$ cat config.mk
export PLATFORM = sky130hd
export DESIGN_NAME = pbkdf2_ctrl
export DESIGN_NICKNAME = d
export VERILOG_FILES = /design/src/rtl/pbkdf2_ctrl.sv
export SDC_FILE = /design/constraint.sdc
export NUM_CORES = 2
export LEC_CHECK = 0
export ABC_AREA = 1
export CAP_MARGIN = 0
export CORE_AREA = 2 2 727 729
export DETAILED_ROUTE_END_ITERATION = 6
export DIE_AREA = 0 0 729 731
export GPL_ROUTABILITY_DRIVEN = 0
export SLEW_MARGIN = 20
export SYNTH_ARGS = -nofsm -noshare
export SYNTH_HDL_FRONTEND = slang
export SYNTH_SLANG_ARGS = --single-unit
export TNS_END_PERCENT = 5
$ cat constraint.sdc
create_clock -name clk -period 2.9 [get_ports clk]
set_input_delay 0.29 -clock clk [delete_from_list [all_inputs] [get_ports clk]]
set_output_delay 0.29 -clock clk [all_outputs]
set_load 0.02 [all_outputs]
$ cat src/rtl/pbkdf2_ctrl.sv
// pbkdf2_ctrl: sequences a single hmac datapath through one PBKDF2-HMAC-SHA512
// block. T = U1 ^ U2 ^ ... ^ Uc. U1 = HMAC(P, salt || INT(block_idx)).
// Uj = HMAC(P, Uj-1). The hmac is restarted for every iteration.
// The password bus bypasses this block and must stay stable while busy.
module pbkdf2_ctrl #(
  parameter int ITER_W = 32
) (
  input  logic              clk,
  input  logic              reset,
  input  logic              start,
  input  logic [ITER_W-1:0] iters,
  input  logic [255:0]      salt,
  input  logic [31:0]       block_idx,
  output logic              busy,
  output logic              done,
  output logic [511:0]      dk,
  output logic              hmac_rst_n,
  output logic              hmac_mode,
  output logic [511:0]      hmac_msg,
  input  logic              hmac_done,
  input  logic [511:0]      hmac_oH
);

  localparam logic [2:0] S_IDLE   = 3'd0;
  localparam logic [2:0] S_LAUNCH = 3'd1;
  localparam logic [2:0] S_RUN    = 3'd2;
  localparam logic [2:0] S_ACCUM  = 3'd3;
  localparam logic [2:0] S_FINISH = 3'd4;

  logic [2:0]        state_q, state_d;
  logic [ITER_W-1:0] iters_q, iters_d;
  logic [ITER_W-1:0] cnt_q, cnt_d;
  logic [255:0]      salt_q, salt_d;
  logic [31:0]       idx_q, idx_d;
  logic [511:0]      t_q, t_d;
  logic [511:0]      u_q, u_d;
  logic [511:0]      dk_q, dk_d;
  logic              mode_q, mode_d;
  logic              done_q, done_d;
  logic              rst_n_q, rst_n_d;
  logic [511:0]      t_next;

  // Next-state and datapath updates for the iteration sequencer
  always_comb begin
    state_d = state_q;
    iters_d = iters_q;
    cnt_d   = cnt_q;
    salt_d  = salt_q;
    idx_d   = idx_q;
    t_d     = t_q;
    u_d     = u_q;
    dk_d    = dk_q;
    mode_d  = mode_q;
    done_d  = 1'b0;
    t_next  = t_q ^ hmac_oH;
    case (state_q)
      S_IDLE: begin
        if (start) begin
          iters_d = (iters == '0) ? ITER_W'(1) : iters;
          salt_d  = salt;
          idx_d   = block_idx;
          t_d     = '0;
          cnt_d   = ITER_W'(1);
          mode_d  = 1'b0;
          state_d = S_LAUNCH;
        end
      end
      S_LAUNCH: begin
        state_d = S_RUN;
      end
      S_RUN: begin
        if (hmac_done) begin
          state_d = S_ACCUM;
        end
      end
      S_ACCUM: begin
        u_d = hmac_oH;
        t_d = t_next;
        if (cnt_q == iters_q) begin
          dk_d    = t_next;
          done_d  = 1'b1;
          state_d = S_FINISH;
        end else begin
          cnt_d   = cnt_q + ITER_W'(1);
          mode_d  = 1'b1;
          state_d = S_LAUNCH;
        end
      end
      S_FINISH: begin
        state_d = S_IDLE;
      end
      default: begin
        state_d = S_IDLE;
      end
    endcase
    rst_n_d = (state_d == S_RUN) || (state_d == S_ACCUM);
  end

  // State registers with synchronous reset; hmac reset is registered to stay glitch-free
  always_ff @(posedge clk) begin
    if (reset) begin
      state_q <= S_IDLE;
      iters_q <= '0;
      cnt_q   <= '0;
      salt_q  <= '0;
      idx_q   <= '0;
      t_q     <= '0;
      u_q     <= '0;
      dk_q    <= '0;
      mode_q  <= 1'b0;
      done_q  <= 1'b0;
      rst_n_q <= 1'b0;
    end else begin
      state_q <= state_d;
      iters_q <= iters_d;
      cnt_q   <= cnt_d;
      salt_q  <= salt_d;
      idx_q   <= idx_d;
      t_q     <= t_d;
      u_q     <= u_d;
      dk_q    <= dk_d;
      mode_q  <= mode_d;
      done_q  <= done_d;
      rst_n_q <= rst_n_d;
    end
  end

  assign busy       = (state_q != S_IDLE);
  assign done       = done_q;
  assign dk         = dk_q;
  assign hmac_rst_n = rst_n_q;
  assign hmac_mode  = mode_q;
  assign hmac_msg   = mode_q ? u_q : {salt_q, idx_q, 224'd0};

endmodule

[Word-level counts from Yosys, hierarchy flattened]
Index checks and enable logic that the tools add are counted.
Storage, ports and cells
  bits in registers: 1894
  bits of input ports: 836
  output and inout port bits: 1028
  logic and storage cells: 47
Cells by class
  add/sub/neg operators: 1
  equal/unequal tests: 8
  muxes and demuxes: 15
  bitwise logic cells: 2
  reductions and logical operators: 10
Operators with widths (number)
  512-bit 2-to-1 mux: 2
  512-bit one-hot mux with 2 select lines: 1
  512-bit bitwise XOR: 1
  32-bit 2-to-1 mux: 3
  32-bit one-hot mux with 2 select lines: 1
  32-bit by 1-bit adder with 32-bit output, second input constant: 1
  32-bit == test: 1
  32-bit zero test: 1
  3-bit by 2-bit == test with 1-bit output, second input constant: 4
  3-bit one-hot mux with 4 select lines: 1
  3-bit 2-to-1 mux: 3
  2-bit AND reduction: 3
  2-bit inequality test, second input constant: 2
  3-bit by 1-bit == test with 1-bit output, second input constant: 1
  3-bit zero test: 1
  1-bit 2-to-1 mux: 3
  3-bit AND reduction: 1
  3-bit nonzero test: 1
  1-bit one-hot mux with 2 select lines: 1
  2-bit nonzero test: 1
  2-bit OR reduction: 1
  1-bit logical OR: 1
  1-bit NOT: 1

[Depth between registers and ports, before layout]
  depth after elaboration: 5
  depth in mapped cells: 14

[Least setup slack after synthesis]
OpenSTA, ideal clock, no wires.
  path type: register to output
  start point: register mode_q, in the netlist hmac_mode
  end point: output hmac_msg[245]
  data arrival time: 1807 ps
  path slack: 803 ps
  stages on the path, launching flop included: 7
  buffers on the path: 4
  path through: dfxtp_1 > clkbuf_1 > clkbuf_1 > clkbuf_1 > clkbuf_1 > nand2_1 > o21ai_0
Between the ends
  longest elaborated chain between the ends: 1
RTL lines
  from (decl): RTL line 38  | logic mode_q, mode_d;
  from (signal assigned): RTL line 122  | mode_q <= mode_d;
  512-bit 2-to-1 mux: RTL line 133  | assign hmac_msg = mode_q ? u_q : {salt_q, idx_q, 224'd0};
  to (decl): RTL line 19  | output logic [511:0] hmac_msg,
No other way between the ends.

[Worst setup path after layout]
  start point: register mode_q, in the netlist hmac_mode
  end point: output hmac_msg[416]
The elaborated chain is that of the path after synthesis.

==> out/results.ini <==
[sta]
fin_crit_ps = 2870
slew_headroom = 0.298
fmax_ghz = 0.348
slew_viol_final = 0
skew_ps = 92.6
hold_viol_final = 0
period_share = 0.991
setup_viol = 0
tightest_slew_ps = 1050
rsz0062_at_grt = true

[floorplan]
coreArea_um2 = 526000
die_x_um = 729
die_area_um2 = 533000
num_rows = 267
die_h_um = 731
initial_core_util = 0.146
io_pins = 1864

[yosys]
ys_seq_area_frac = 0.492
synth_compound_area_frac = 0.162
yosys-top-cells-area = dfxtp_1, nand2_1, a21oi_1
synth_top_family_by_area = simple AND/OR/NAND/NOR gates
synth-simple-area-share = 0.209
synthAdderAreaFrac = 0.000162
synth_top_area_share = 0.492
ys_ff_latch = 1894
synthMuxAreaShare = 0
yosys.area.top_type = dfxtp_1
ys_types = 29
synthCells = 10300
synth_warnings = 0
synthesis.area_um2 = 77000
syn_area_per_cell_um2 = 7.49
synth.net_count = 11100
synth_xor_area_frac = 0.0615

[detailed_routing]
drt_wl_total_um = 506000
vias = 82600
wl_per_cell_um = 25.6
drc_errors = 0
drt_iter0_markers = 8218
dr.pass1.iters = 7
drtAntennaViolNets = 0
vias_per_cell = 4.18

[cells_and_area]
final_nets = 13200
fin_area_um2 = 118000
final_cell_mix = nand2_1, dfxtp_1, a21oi_1, clkdlybuf4s50_1, nor2_1
syn_to_final_growth_pct = 53.5
post_route_cells_drive_above_1_share = 0.0716
layout_commonest_cell = nand2_1

[clock_network]
cts_root_buffer = clkbuf_16
cts.clk_slew.worst_paths_ps = 60
htreeDepth = 4
numCtsBuffers = 224
clock_latency_ps = 920
clkSinkCount = 1894
cts_tree = yes
cts_buffer_depth = 4

[power]
ir_drop_uv = 492
p_per_area_nw_per_um2 = 564
p_leak_nw = 45.0
power_mw = 66.7

[global_routing]
grt_pass1_vias = 75300
grt_pass1_wl_um = 660000
grt_usage = 0.178
grt.overflow.total = 0
grt_max_degree = 172
antenna_found_initial = 347

[placement]
placed_cell_area_um2 = 104000
dpl.hpwl_um = 394000
portBuffers = 1863

[setup_path]
start_kind = flip-flop
end_kind = primary output
crit_fanout = 47
arrival_ps = 2580
cp.required_ps = 2610
path_class = flip-flop to primary output
rrSetupSlack_ps = 180

[hold_path]
hp-class = input port to flip-flop

[run_status]
status = finished, final reports clean

[run]
cap_viol_max_count = 0

-- cell type report --
type,instances,area (um2)
Antenna cell,254,636
Tap cell,6994,8750
Fill cell,57900,408000
Timing Repair Buffer,2652,27500
Clock inverter,79,1190
Inverter,605,2290
Clock buffer,319,6350
Sequential cell,1894,37900
Multi-Input combinational cell,6955,33600
-- state kept, by name (all words and copies together) (netlist names) --
name	flops
dk	512
salt_q	256
hmac_rst_n	1
t_q	512
iters_q	32
done	1
hmac_mode	1
state_q	3
u_q	512
cnt_q	32
idx_q	32
-- routing by layer --
metal | vias up | part of all wire | wire length, um | GRT usage
li1 | 37900 | - | - | -
met1 | 39300 | 0.40 | 203000 | 0.217
met2 | 4090 | 0.41 | 208000 | 0.255
met3 | 1166 | 0.12 | 62000 | 0.0824
met4 | 200 | 0.063 | 31700 | 0.108
met5 | - | 0.0026 | 1320 | 0.00324
-- metrics by stage --
step	hold slack, ps	setup TNS (ps)	utilization	std cells	setup WS, ps
6_report	80.4	0	0.225	19800	26.9
5_1_grt	40.9	-2980	0.224	19700	-135
4_1_cts	0.0180	-8010	0.223	19500	-250
3_5_place_dp	438	0	0.198	18500	117
3_3_place_gp	432	0	0.198	18500	120
2_1_floorplan	424	0	-	10300	803
-- synth_stat cells (all sizes together) --
| master | count |
|---|---|
| nor3 | 6 |
| nand2 | 2241 |
| xor2 | 526 |
| clkinv | 3 |
| a211oi | 1 |
| o21ai | 1122 |
| a21oi | 1375 |
| inv | 602 |
| a31oi | 2 |
| clkbuf | 663 |
| dfxtp | 1894 |
| nand4 | 525 |
| nand3b | 8 |
| ha | 1 |
| nor3b | 1 |
| xnor2 | 15 |
| and2 | 3 |
| nor2 | 1088 |
| buf | 169 |
| nand3 | 41 |
-- what timing repair did --
action                                  4_1_cts  5_1_grt
setup buffers                                 6        4
gates cloned                                  6        3
endpoints found under the setup margin      484      221
hold buffers                                536        0
resized for setup                           761      167
hold endpoints to repair                    604        0
-- report_power, final --
group | total, mW | switching [mW] | internal (mW)
sequential | 27.4 | 0.431 | 26.9
clock | 29.7 | 12.5 | 17.2
combinational | 9.65 | 6.11 | 3.54
-- final timing paths --
kind / cells past startpoint / endpoint / from
max: 5 / hmac_msg[416] / hmac_mode$_SDFFE_PP0P_
max reg2reg: 11 / dk[49]$_SDFFE_PP0N_ / cnt_q[20]$_SDFFE_PP0P_
min: 3 / salt_q[162]$_SDFFE_PP0P_ / salt[162]
min reg2reg: 2 / salt_q[224]$_SDFFE_PP0P_ / salt_q[224]$_SDFFE_PP0P_
-- logic make-up after synthesis --
| logic type | Yosys count |
|---|---|
| AOI/OAI and AO/OA | 2500 |
| xor gates and xnor gates | 541 |
| adders and majority gates | 1 |
| buffers and inverters | 1437 |
| DFF | 1894 |
| and+or+nand+nor | 3913 |
-- worst max-delay path: stages, from the launching register on --
cell and delay (ps):
dfxtp_4 360, buf_12 150, buf_12 160, buf_12 200, o21ai_0 380, clkdlybuf4s15_2 350
(Power assumes the default switching activity.)
